File: src/rtl/mem_port_arbiter.sv
// -----------------------------------------------------------------------------
// mem_port_arbiter
//
// Shares one memory port between an instruction-fetch requester (read only)
// and a data requester (read/write). Only one memory transaction is
// outstanding at a time. When both requesters want the port, arbitration is
// round-robin. Each busy period is bounded by a timeout. If the timeout
// expires, the transaction completes with an error.
//
// Ports
//   clk, rst              : single clock; synchronous active-high reset
//   i_req_i, i_addr_i     : fetch request (held until i_done_o) and address
//   i_done_o              : one-cycle pulse when the fetch completes
//   d_req_i, d_we_i,
//   d_be_i, d_addr_i,
//   d_wdata_i             : data request (held until d_done_o) and command
//   d_done_o              : one-cycle pulse when the data access completes
//   rdata_o, err_o        : read data and timeout flag, valid with a done pulse
//   mem_req_o, mem_we_o,
//   mem_be_o, mem_addr_o,
//   mem_wdata_o           : registered memory command, stable while mem_req_o
//   mem_rdata_i, mem_ack_i: memory response (ack ignored unless mem_req_o)
// -----------------------------------------------------------------------------
module mem_port_arbiter #(
    parameter int AW      = 32,
    parameter int DW      = 32,
    parameter int TIMEOUT = 16
) (
    input  logic              clk,
    input  logic              rst,
    input  logic              i_req_i,
    input  logic [AW-1:0]     i_addr_i,
    output logic              i_done_o,
    input  logic              d_req_i,
    input  logic              d_we_i,
    input  logic [DW/8-1:0]   d_be_i,
    input  logic [AW-1:0]     d_addr_i,
    input  logic [DW-1:0]     d_wdata_i,
    output logic              d_done_o,
    output logic [DW-1:0]     rdata_o,
    output logic              err_o,
    output logic              mem_req_o,
    output logic              mem_we_o,
    output logic [DW/8-1:0]   mem_be_o,
    output logic [AW-1:0]     mem_addr_o,
    output logic [DW-1:0]     mem_wdata_o,
    input  logic [DW-1:0]     mem_rdata_i,
    input  logic              mem_ack_i
);

    localparam int CW = $clog2(TIMEOUT + 1);
    localparam logic [CW-1:0] TIMEOUT_C = CW'(TIMEOUT);
    localparam logic [CW-1:0] ONE_C     = CW'(1);

    typedef enum logic [1:0] {
        IDLE   = 2'd0,
        BUSY_I = 2'd1,
        BUSY_D = 2'd2
    } state_t;

    state_t          state_r;
    logic [CW-1:0]   cnt_r;      // busy cycle number, 1 in the first busy cycle
    logic            last_d_r;   // 1 when data was the most recent grant

    logic            i_elig_s;
    logic            d_elig_s;
    logic            grant_i_s;
    logic            grant_d_s;
    logic            busy_s;
    logic            finish_s;
    logic            timeout_s;

    // Arbitration and completion decode.
    always_comb begin
        i_elig_s  = 1'b0;
        d_elig_s  = 1'b0;
        grant_i_s = 1'b0;
        grant_d_s = 1'b0;
        busy_s    = 1'b0;
        finish_s  = 1'b0;
        timeout_s = 1'b0;

        // A requester whose done pulse is showing still holds req this
        // cycle. Masking it here keeps that request from being granted again.
        i_elig_s = i_req_i & ~i_done_o;
        d_elig_s = d_req_i & ~d_done_o;

        if (i_elig_s && d_elig_s) begin
            grant_i_s = last_d_r;
            grant_d_s = ~last_d_r;
        end else begin
            grant_i_s = i_elig_s;
            grant_d_s = d_elig_s;
        end

        busy_s = (state_r == BUSY_I) || (state_r == BUSY_D);

        if (busy_s) begin
            timeout_s = ~mem_ack_i && (cnt_r == TIMEOUT_C);
            finish_s  = mem_ack_i || timeout_s;
        end else begin
            timeout_s = 1'b0;
            finish_s  = 1'b0;
        end
    end

    // FSM, busy counter, round-robin record and all registered outputs.
    always_ff @(posedge clk) begin
        if (rst) begin
            state_r     <= IDLE;
            cnt_r       <= '0;
            last_d_r    <= 1'b1;
            i_done_o    <= 1'b0;
            d_done_o    <= 1'b0;
            rdata_o     <= '0;
            err_o       <= 1'b0;
            mem_req_o   <= 1'b0;
            mem_we_o    <= 1'b0;
            mem_be_o    <= '0;
            mem_addr_o  <= '0;
            mem_wdata_o <= '0;
        end else begin
            // The done, error and read-data outputs are single-cycle
            // qualifiers, so they clear on every cycle unless set below.
            i_done_o <= 1'b0;
            d_done_o <= 1'b0;
            err_o    <= 1'b0;
            rdata_o  <= '0;

            case (state_r)
                IDLE: begin
                    if (grant_i_s) begin
                        state_r     <= BUSY_I;
                        cnt_r       <= ONE_C;
                        last_d_r    <= 1'b0;
                        mem_req_o   <= 1'b1;
                        mem_we_o    <= 1'b0;
                        mem_be_o    <= '1;
                        mem_addr_o  <= i_addr_i;
                        mem_wdata_o <= '0;
                    end else if (grant_d_s) begin
                        state_r     <= BUSY_D;
                        cnt_r       <= ONE_C;
                        last_d_r    <= 1'b1;
                        mem_req_o   <= 1'b1;
                        mem_we_o    <= d_we_i;
                        mem_be_o    <= d_be_i;
                        mem_addr_o  <= d_addr_i;
                        mem_wdata_o <= d_wdata_i;
                    end else begin
                        state_r <= IDLE;
                        cnt_r   <= '0;
                    end
                end

                BUSY_I, BUSY_D: begin
                    if (finish_s) begin
                        state_r   <= IDLE;
                        cnt_r     <= '0;
                        mem_req_o <= 1'b0;
                        i_done_o  <= (state_r == BUSY_I);
                        d_done_o  <= (state_r == BUSY_D);
                        err_o     <= timeout_s;
                        // A timed-out transaction returns zero data.
                        rdata_o   <= timeout_s ? '0 : mem_rdata_i;
                    end else begin
                        cnt_r <= cnt_r + ONE_C;
                    end
                end

                default: begin
                    state_r   <= IDLE;
                    cnt_r     <= '0;
                    mem_req_o <= 1'b0;
                end
            endcase
        end
    end

endmodule
File: config.mk
export PLATFORM = sky130hd
export DESIGN_NAME = mem_port_arbiter
export DESIGN_NICKNAME = d
export VERILOG_FILES = /design/src/rtl/mem_port_arbiter.sv
export SDC_FILE = /design/constraint.sdc
export NUM_CORES = 1
export LEC_CHECK = 0
export BUFFER_PORTS_ARGS = -buffer_cell sky130_fd_sc_hd__buf_2
export CAP_MARGIN = 20
export CORE_ASPECT_RATIO = 1.1
export CORE_MARGIN = 2
export CORE_UTILIZATION = 44
export DETAILED_ROUTE_END_ITERATION = 16
export HOLD_SLACK_MARGIN = 0.1
export PLACE_DENSITY = 0.8
export REMOVE_ABC_BUFFERS = 1
export SLEW_MARGIN = 0
export SYNTH_ARGS = -nofsm -noshare
export SYNTH_HDL_FRONTEND = slang
export SYNTH_SLANG_ARGS = --single-unit
export TNS_END_PERCENT = 1
File: constraint.sdc
create_clock -name clk -period 2 [get_ports clk]
set_input_delay 0.3 -clock clk [delete_from_list [all_inputs] [get_ports clk]]
set_output_delay 0.3 -clock clk [all_outputs]
set_load 0.01 [all_outputs]
After elaboration in Yosys (flattened, before gate mapping) --
Cells that the tools add are included.
Storage, ports and cells: flip-flop bits (word level) 113, bits of input ports 138, logic and storage cells 62
Cells by class: mux-type cells 25, eq/ne operators 5, reductions and logical operators 11, $add $sub $neg 1, bitwise operators 8
Operators with widths (count):
- $mux 32 | 4
- $mux 1 | 12
- $pmux 5 s2 | 1
- $mux 4 | 2
- $mux 2 | 3
- $not 1->1 | 6
- $add 5x1->5 const B | 1
- $eq 5x5->1 const B | 1
- $mux 5 | 1
- $pmux 2 s2 | 1
- $reduce_and 2->1 | 2
- $reduce_or 4->1 | 1
- $ne 3x3->1 const B | 1
- $reduce_or 3->1 | 1
- $and 1x1->1 | 2
- $eq 2x1->1 const B | 1
- $eq 2x2->1 const B | 1
- $logic_and 1x1->1 | 2
- $logic_not 2->1 | 1
- $logic_or 1x1->1 | 2
- $ne 2x2->1 const B | 1
- $pmux 1 s2 | 1
- $reduce_bool 2->1 | 1
- $reduce_or 2->1 | 1

Longest topological paths before layout --
Gate-level depths: netlist (run 1).
word-level depth 7, gate-level depth with buffers 7, gate-level depth less buffers 6

Worst setup path before layout (run 1) --
Ideal clock, no wire load.
path kind reg-to-reg, start point register state_r[0], end point register d_done_o, cell stages (with the launch flop) 7, path slack 531 ps, library setup time 65 ps, path buffers 1, arrival 1404 ps, cell sequence dfxtp_1 inv_1 ha_1 nor2b_1 clkbuf_1 o21ai_0 nor2_1
On the way: longest elaborated chain between the ends 5, elaborated cells on any way between the ends 8
Ends and longest elaborated chain:
- from (decl) | RTL line 61 | state_t state_r;
- from (signal assigned) | RTL line 110 | state_r <= IDLE;
- from (signal assigned) | RTL line 133 | state_r <= BUSY_I;
- from (signal assigned) | RTL line 142 | state_r <= BUSY_D;
- $eq 2x1->1 or $eq 2x2->1 (tied branches) | RTL line 96, 130, 162
- $logic_or 1x1->1 | RTL line 96 | busy_s = (state_r == BUSY_I) || (state_r == BUSY_D);
- $mux 1 | RTL line 98 | if (busy_s) begin
- $not 1->1 (no source line)
- $reduce_or 3->1 (no source line)
- to (signal assigned) | RTL line 162 | d_done_o <= (state_r == BUSY_D);
- to (decl) | RTL line 39 | output logic d_done_o,
Several ways; a longest one is shown, not always the timed one. A chain may end at the register's enable or synchronous reset.

Worst setup path after layout (run 1) --
start point register state_r[1], end point register mem_wdata_o[17]
On the way: longest elaborated chain between the ends 2
Ends and longest elaborated chain:
- $logic_not 2->1 | RTL line 130 | case (state_r)
- $reduce_and 2->1 (no source line)
- to (signal assigned) | RTL line 149 | mem_wdata_o <= d_wdata_i;
- to (decl) | RTL line 46 | output logic [DW-1:0] mem_wdata_o,
Every way passes these cells.

==> results.cfg, run 1 <==
[placed_design]
dpl-instance-area_sq_mm = 0.00552
place.port_buffers = 242
detailed_place_hpwl_mm = 8.67
gp_congestion = 0.828
place_ws_ps = 191

[die]
initial_utilization = 0.456
num_io_pins = 243
die_h_um = 108
die_w_um = 98.3
die_area_sq_mm = 0.0106
core_sq_mm = 0.00944
fp-row-count = 37

[sta]
rsz0062_at_grt = false
finClkSkew_ps = 13.5
post-route-period-util = 0.927
setup_viol = 0
finalHoldViolations = 0
period_needed_ps = 1850
timing.final.max_slew_violations = 0
fin_ws_ps = 146
achievable-frequency_mhz = 539
tightestPinTransition_ps = 556
finalSetupTns_ps = 0
timing.slew.headroom = 0.624

[power_and_ir_drop]
leakage_power_nw = 3.49
max-vdd-ir-drop_v = 0.000633
power_density_mw_per_mm2 = 953
totalPowerFinal_mw = 6.76

[min_path]
worst_hold_path_type = input pin to flop

[critical_path]
crit_type = flop to flop
worst_ep_arrival_time_ps = 2280
critical_path_peak_fanout = 35
crit_required_ps = 2430
cp-start-kind = flop
worst_path_max_delay_cell = sky130_fd_sc_hd__nor2_8
worstPathCellList = inv_1, ha_2, nand3b_1, nor2_8, a22oi_1, nor2_1
worst_setup_path_end_kind = flop
critical-path-max-stage-delay_ps = 490

[global_route]
grt_pass1_vias = 4931
maximum_number_of_pins_on_one_net_before_global_route_repair = 41
grt_antenna_before_repair = 0
final_global_route_overflow_total = 0
grt_pass1_wl_mm = 23.9
grtUsageTotal = 0.282

[yosys]
synth_top_cell_by_area = sky130_fd_sc_hd__dfxtp_1
synth_flop_cell = sky130_fd_sc_hd__dfxtp_1
synth-edff-count = 0
synth_area_sq_mm = 0.00430
yosys_warnings = 0
ys_seq_elements = 113
synth.most_common_cell = sky130_fd_sc_hd__dfxtp_1
yosysTopAreaCellShare = 0.526
synth_cells = 440
yosysUniqueCellTypes = 37
ys_top_cells_by_area = sky130_fd_sc_hd__dfxtp_1 (53%), sky130_fd_sc_hd__nor2_1 (6.6%), sky130_fd_sc_hd__a211oi_2 (5.8%), sky130_fd_sc_hd__a22oi_1 (5.8%), sky130_fd_sc_hd__and3_1 (4.7%)
async_reset_ff_frac = 0
synth_sequential_area_ratio = 0.526
postSynthAreaPerCell_sq_um = 9.78
synth_common_cells = sky130_fd_sc_hd__dfxtp_1 (113), sky130_fd_sc_hd__nor2_1 (76), sky130_fd_sc_hd__nand2_1 (36), sky130_fd_sc_hd__a22oi_1 (33), sky130_fd_sc_hd__and3_1 (32)

[drt]
detailedRoute.firstPassIterationCount = 6
vias = 4762
drt.antenna.violating_nets = 0
wirelength_mm = 15.2
detailedRoute.firstIterationViolations = 291
avgViaCountPerCell = 5.28
drc = 0
drt-wirelength-per-cell_um = 16.8

[finish]
num_antenna_cells = 0
share_of_final_layout_standard_cells_stronger_than_drive_strength_1 = 0.405
post-route-cell-area_sq_mm = 0.00709
net_count_of_the_finished_layout = 916
area_delta_synth_final_pct = 64.8
post-route-util = 0.751

[clock_network]
cts-buffers-inserted = 17
cts-htree-levels = 4
number_of_buffers_on_the_longest_clock_path = 2
cts_tree = built
clkTransAtPathRegs_ps = 60
clkLatencyLatePin_ps = 500
clk_root_buffer_cell = sky130_fd_sc_hd__clkbuf_8
cts.sink_count = 113

[status]
run_status = finished, final reports clean

[flow_run]
maxCapViolations = 0
## per-layer routing
metal | vias to the layer above | wire length (um) | track usage
li1 | 2197 | - | -
met1 | 2261 | 5640 | 0.299
met2 | 268 | 7890 | 0.511
met3 | 36 | 1340 | 0.0961
met4 | 0 | 329 | 0.114
met5 | - | 0 | 0
## worst paths after layout
check	startpoint	endpoint	slack [ps]	cells after the start
max	state_r[1]	mem_wdata_o[17]	150	6
min	d_be_i[0]	mem_be_o[0]	120	3
max reg2reg	state_r[1]	mem_wdata_o[17]	150	6
min reg2reg	mem_be_o[0]	mem_be_o[0]	490	2
## flip-flops by register name, summed over array words and instances (netlist names), 2 cells and up
| register | flops |
|---|---|
| mem_addr_o | 32 |
| state_r | 2 |
| mem_wdata_o | 32 |
| cnt_r | 5 |
| rdata_o | 32 |
| mem_be_o | 4 |
## where the power goes
part           total, mW  internal [mW]  switching (mW)
combinational       1.28          0.591           0.688
sequential          2.53           2.43          0.0952
clock               2.95           1.90            1.05
total               6.76           4.92            1.84
## repair_timing
| item | in CTS | in global routing |
|---|---|---|
| hold endpoints to repair | 98 | 0 |
| endpoints found under the setup margin | 0 | 10 |
| buffers inserted | 0 | 0 |
| resized for setup | 0 | 1 |
| hold buffers | 98 | 0 |
## layout make-up
cell class | count | area (sq um)
Tap cell | 117 | 146
Sequential cell | 113 | 2260
Clock inverter | 13 | 163
Inverter | 7 | 26.3
Multi-Input combinational cell | 286 | 1790
Fill cell | 583 | 2350
Clock buffer | 19 | 422
Timing Repair Buffer | 347 | 2280
## worst max-delay path: cells and delay by family, from the launching register on
family	cells	cell delay, ps
flops	1	350
buf+inv	1	110
compound gates	1	160
fa+ha+maj	1	240
simple gates	3	910
## cells in the final DEF (no fill, tap or decap), types with 4 or more instances in the layout
| cell type | count |
|---|---|
| sky130_fd_sc_hd__and3_1 | 32 |
| sky130_fd_sc_hd__a22oi_1 | 33 |
| sky130_fd_sc_hd__dlygate4sd3_1 | 98 |
| sky130_fd_sc_hd__ha_1 | 5 |
| sky130_fd_sc_hd__nor3_1 | 10 |
| sky130_fd_sc_hd__clkbuf_16 | 16 |
| sky130_fd_sc_hd__buf_2 | 242 |
| sky130_fd_sc_hd__nor2_1 | 76 |
| sky130_fd_sc_hd__buf_4 | 4 |
| sky130_fd_sc_hd__inv_1 | 7 |
| sky130_fd_sc_hd__a21oi_2 | 10 |
| sky130_fd_sc_hd__a211oi_2 | 20 |
| sky130_fd_sc_hd__a21oi_1 | 26 |
| sky130_fd_sc_hd__dfxtp_1 | 113 |
| sky130_fd_sc_hd__a211oi_1 | 12 |
| sky130_fd_sc_hd__nand2_1 | 36 |
## cells by family (layout without fill, tap and decap cells)
kind of cell,Yosys count,count (layout),synth area share
buffers and inverters,41,386,0.0587
adder cells (fa/ha/maj),6,6,0.0174
AO/OA/AOI/OAI,107,107,0.203
AND/OR/NAND/NOR,170,170,0.189
XOR/XNOR,3,3,0.00611
flip-flops,113,113,0.526
## per-stage QoR
stage	hold WS (ps)	instances
floorplan	365	406
detailed placement	481	772
global route	127	902
CTS	104	902
global placement	476	772
finish	121	902
(Power assumes the default switching activity.)
==> run 2, diff against run 1 <==
--- a/config.mk
+++ b/config.mk
@@ -9,10 +9,10 @@
 export CAP_MARGIN = 20
 export CORE_ASPECT_RATIO = 1.1
 export CORE_MARGIN = 2
-export CORE_UTILIZATION = 44
+export CORE_UTILIZATION = 40
 export DETAILED_ROUTE_END_ITERATION = 16
 export HOLD_SLACK_MARGIN = 0.1
-export PLACE_DENSITY = 0.8
+export PLACE_DENSITY = 0.77
 export REMOVE_ABC_BUFFERS = 1
 export SLEW_MARGIN = 0
 export SYNTH_ARGS = -nofsm -noshare
==> constraint.sdc (replaced) <==
create_clock -name clk -period 1.59 [get_ports clk]
set_input_delay 0.2385 -clock clk [delete_from_list [all_inputs] [get_ports clk]]
set_output_delay 0.2385 -clock clk [all_outputs]
set_load 0.01 [all_outputs]
==> results.cfg, run 2 (synthesis gave the netlist of run 1 again) <==
[status]
run_status = finished, final reports clean

[min_path]
min-delay-start = d_be_i[3]
worst_hold_path_type = input pin to flop

[die]
core_sq_mm = 0.0104
die_w_um = 103
num_io_pins = 243
initial_utilization = 0.412
fp-row-count = 39
die_area_sq_mm = 0.0116
die_h_um = 113

[critical_path]
cp-start-kind = flop
worst_ep_arrival_time_ps = 1840
crit_type = flop to flop
critical_path_peak_fanout = 19
crit_required_ps = 1870
crit_path_start = state_r[0]
worst_setup_path_end_kind = flop
reg_to_reg_start = state_r[0]

[drt]
drt-wirelength-per-cell_um = 17.1
detailedRoute.firstPassIterationCount = 5
routed.top_layer = met4
drt.antenna.violating_nets = 0
routed-wl-met2_mm = 8.28
detailed_route_wirelength_on_metal3_mm = 1.42
met1_length_mm = 5.75
vias = 4737
drc = 0
detailedRoute.firstIterationViolations = 203
avgViaCountPerCell = 5.07
wirelength_mm = 16.0

[sta]
post-route-period-util = 0.977
finalHoldViolations = 0
worst_hold_slack_ps = 109
finalSetupTns_ps = 0
finClkSkew_ps = 8.54
timing.final.max_slew_violations = 0
timing.slew.headroom = 0.747
rsz0062_at_grt = true
achievable-frequency_mhz = 644
setup_viol = 0
tightestPinTransition_ps = 380
period_needed_ps = 1550

[finish]
area_delta_synth_final_pct = 68.6
ff_latch_area_sq_mm = 0.00226
multi_input_area_sq_mm = 0.00182
net_count_of_the_finished_layout = 922
layout.cells.most_common = sky130_fd_sc_hd__buf_2
layout_common_cells = sky130_fd_sc_hd__buf_2 (242), sky130_fd_sc_hd__dfxtp_1 (112), sky130_fd_sc_hd__dlygate4sd3_1 (92)
fill_cells = 731
reg_top3 = mem_addr_o (32), mem_wdata_o (32), rdata_o (32)
share_of_final_layout_standard_cells_stronger_than_drive_strength_1 = 0.422
num_antenna_cells = 0

[clock_network]
cts-buffers-inserted = 17
clkLatencyLatePin_ps = 410
clkTransAtPathRegs_ps = 50
cts.sink_count = 113
clk_root_buffer_cell = sky130_fd_sc_hd__clkbuf_16
number_of_buffers_on_the_longest_clock_path = 2
cts_tree = built
cts-htree-levels = 4

[power_and_ir_drop]
max-vdd-ir-drop_v = 0.000812
power_density_mw_per_mm2 = 1160
leakage_power_nw = 3.56
totalPowerFinal_mw = 8.45

[global_route]
grt_pass1_wl_mm = 23.7
maximum_number_of_pins_on_one_net_before_global_route_repair = 65
final_global_route_overflow_total = 0
grt_antenna_before_repair = 0
grt_pass1_vias = 5003
grtUsageTotal = 0.268

[placed_design]
detailed_place_hpwl_mm = 9.35
gp_congestion = 0.812
place.port_buffers = 242

[flow_run]
maxCapViolations = 0
[run 2: worst max-delay path, stage by stage, from the launching register on]
cell and delay, ps:
sky130_fd_sc_hd__dfxtp_1 330, sky130_fd_sc_hd__inv_2 90, sky130_fd_sc_hd__ha_4 160, sky130_fd_sc_hd__a21bo_4 260, sky130_fd_sc_hd__bufbuf_16 300, sky130_fd_sc_hd__a211o_1 300
[run 2: per-layer routing]
layer / vias up / global-route usage
met1: 2215 / 0.261
met2: 265 / 0.494
met3: 46 / 0.0988
met5: - / 0
met4: 0 / 0.119
li1: 2211 / -
[run 2: final timing paths]
path                                     to  slack, ps  depth (start not counted)
worst min register to register   state_r[1]        490                          2
worst max-delay path               last_d_r         40                          5
worst max register to register     last_d_r         40                          5
worst min-delay path            mem_be_o[3]        110                          3
[run 2: layout make-up]
class / count / share of cell area
sequential: 113 / 0.312
clock buffer: 22 / 0.0640
clock inverter: 10 / 0.0119
tap: 143 / 0.0247
inverter: 7 / 0.00362
multi-input combinational: 286 / 0.251
timing repair buffer: 353 / 0.333
[run 2: repair_timing]
item,in CTS,in global routing
resized for setup,5,3
gates cloned,1,1
pin swaps,0,1
setup buffers,0,1
endpoints found under the setup margin,5,12
endpoints found under the hold margin,90,2
hold buffers,90,2
[run 2: through the flow]
stage,setup WS [ps],util,cell area (sq um),cells
global route,-3.82,0.695,7250,934
floorplan,-706,-,4080,406
finish,36.4,0.695,7250,934
detailed placement,-17.1,0.545,5690,807
CTS,11.9,0.688,7190,930
global placement,107,0.545,5690,807
[run 2: power breakdown]
group          internal [mW]  leakage [nW]  switching, mW
Combinational          0.857          2.37          0.907
Clock                   2.21         0.266           1.30
Sequential              3.06         0.926          0.115
==> run 3, diff against run 2 <==
--- a/config.mk
+++ b/config.mk
@@ -9,10 +9,11 @@
 export CAP_MARGIN = 20
 export CORE_ASPECT_RATIO = 1.1
 export CORE_MARGIN = 2
-export CORE_UTILIZATION = 40
+export CORE_UTILIZATION = 41
+export CTS_BUF_LIST = sky130_fd_sc_hd__clkbuf_4 sky130_fd_sc_hd__clkbuf_8
 export DETAILED_ROUTE_END_ITERATION = 16
 export HOLD_SLACK_MARGIN = 0.1
-export PLACE_DENSITY = 0.77
+export PLACE_DENSITY = 0.78
 export REMOVE_ABC_BUFFERS = 1
 export SLEW_MARGIN = 0
 export SYNTH_ARGS = -nofsm -noshare
==> results.cfg, run 3 (synthesis gave the netlist of run 1 again) <==
[power_and_ir_drop]
power_density_mw_per_mm2 = 1080
power_switching_mw = 2.17
clock_power_share = 0.366
leakage_power_nw = 3.51
power.share.sequential = 0.410
swShare = 0.280
pwr-share-comb = 0.224
totalPowerFinal_mw = 7.73
power_report.internal_total_mw = 5.56
max-vdd-ir-drop_v = 0.000718

[sta]
finClkSkew_ps = 8.94
rsz0062_at_grt = true
worst_hold_slack_ps = 130
timing.slew.headroom = 0.745
tightestPinTransition_ps = 383
setup_viol = 0
period_needed_ps = 1530
finalHoldViolations = 0
finalSetupTns_ps = 0
achievable-frequency_mhz = 653
timing.final.max_slew_violations = 0
post-route-period-util = 0.963

[critical_path]
critical-path-max-stage-delay_ps = 320
worst_ep_arrival_time_ps = 1820
crit_required_ps = 1880
critical_path.top_delay_family = compound AO/OA/AOI/OAI gates
critical_path_peak_fanout = 18
worst_path_max_delay_cell = sky130_fd_sc_hd__dfxtp_1
crit_type = flop to flop
worst_setup_path_end_kind = flop
timing.critical_path.buf_inv = 2
worstPathCellList = inv_1, ha_2, a21bo_2, buf_12, a22oi_1, nor2_1
cp-start-kind = flop

[clock_network]
cts_tree = built
cts-htree-levels = 4
clkLatencyLatePin_ps = 410
cts.sink_count = 113
cts-buffers-inserted = 17
clk_root_buffer_cell = sky130_fd_sc_hd__clkbuf_8
postCtsSetupRepairBufs = 0
number_of_buffers_on_the_longest_clock_path = 2
clkTransAtPathRegs_ps = 70

[finish]
layout_common_cells = sky130_fd_sc_hd__buf_2 (242), sky130_fd_sc_hd__dfxtp_1 (113), sky130_fd_sc_hd__dlygate4sd3_1 (98)
ff_latch_area_sq_mm = 0.00226
net_count_of_the_finished_layout = 928
fill_cells = 713
multi_input_area_sq_mm = 0.00182
area_delta_synth_final_pct = 66.2
fin_cells = 939
layout.cells.most_common = sky130_fd_sc_hd__buf_2
reg_top3 = mem_addr_o (32), mem_wdata_o (32), rdata_o (32)
share_of_final_layout_standard_cells_stronger_than_drive_strength_1 = 0.422
num_antenna_cells = 0

[placed_design]
place.port_buffers = 242
detailed_place_hpwl_mm = 9.18
place_inst = 809
gp_congestion = 0.797

[die]
num_io_pins = 243
die_w_um = 102
core_sq_mm = 0.0103
initial_utilization = 0.418
die_h_um = 111
fp-row-count = 39
die_area_sq_mm = 0.0113

[drt]
avgViaCountPerCell = 5.00
drt.antenna.violating_nets = 0
drc = 0
vias = 4697
wirelength_mm = 15.5
detailedRoute.firstIterationViolations = 255
detailedRoute.firstPassIterationCount = 5
drt-wirelength-per-cell_um = 16.5

[global_route]
grtUsageTotal = 0.264
grt_pass1_wl_mm = 23.2
maximum_number_of_pins_on_one_net_before_global_route_repair = 74
final_global_route_overflow_total = 0
grt_antenna_before_repair = 0
grt_pass1_vias = 4772

[flow_run]
maxCapViolations = 0

[status]
run_status = finished, final reports clean

[min_path]
worst_hold_path_type = input pin to flop
run 3: worst paths after layout:
kind	start	end	slack [ps]	depth (start not counted)
worst min register to register	mem_be_o[0]	mem_be_o[0]	490	2
worst max-delay path	state_r[1]	mem_wdata_o[2]	60	6
worst min-delay path	d_addr_i[10]	mem_addr_o[10]	130	3
worst max register to register	state_r[1]	mem_wdata_o[2]	60	6
run 3: power by group through the flow:
stage          clock network, mW  registers, mW  logic [mW]
4_1_cts                     2.89           3.17        1.66
6_report                    2.83           3.17        1.73
3_3_place_gp                   0           3.22        1.42
3_5_place_dp                   0           3.23        1.47
2_1_floorplan                  0           3.32       0.635
5_1_grt                     3.00           3.19        1.88
run 3: per-layer routing:
layer  global-route usage  vias to the layer above  wire [um]
met5                    0                        -          0
met4                0.119                        0        433
met3               0.0910                       42       1340
met2                0.461                      257       7860
met1                0.281                     2182       5810
li1                     -                     2216          -
run 3: cell type report:
type / instances / share of cell area
well taps: 143 / 0.0250
clock inverters: 10 / 0.0187
inverters: 7 / 0.00368
repair buffers: 359 / 0.342
flip-flops and latches: 113 / 0.316
clock buffers: 21 / 0.0396
multi-input cells: 286 / 0.254
run 3: metrics by stage:
stage	utilization	instance area, sq um	setup WS, ps
detailed placement	0.553	5690	59.0
CTS	0.689	7090	42.6
global route	0.694	7150	-26.8
global placement	0.553	5690	139
floorplan	-	4080	-706
finish	0.694	7150	58.1
run 3: worst min-delay path: stages:
cell and delay [ps]:
sky130_fd_sc_hd__buf_2 100, sky130_fd_sc_hd__nand2_1 90, sky130_fd_sc_hd__a211oi_2 60
run 3: repair_timing:
item,4_1_cts,5_1_grt
hold buffers,98,0
endpoints found under the hold margin,98,0
setup endpoints to repair,0,25
resized for setup,0,8
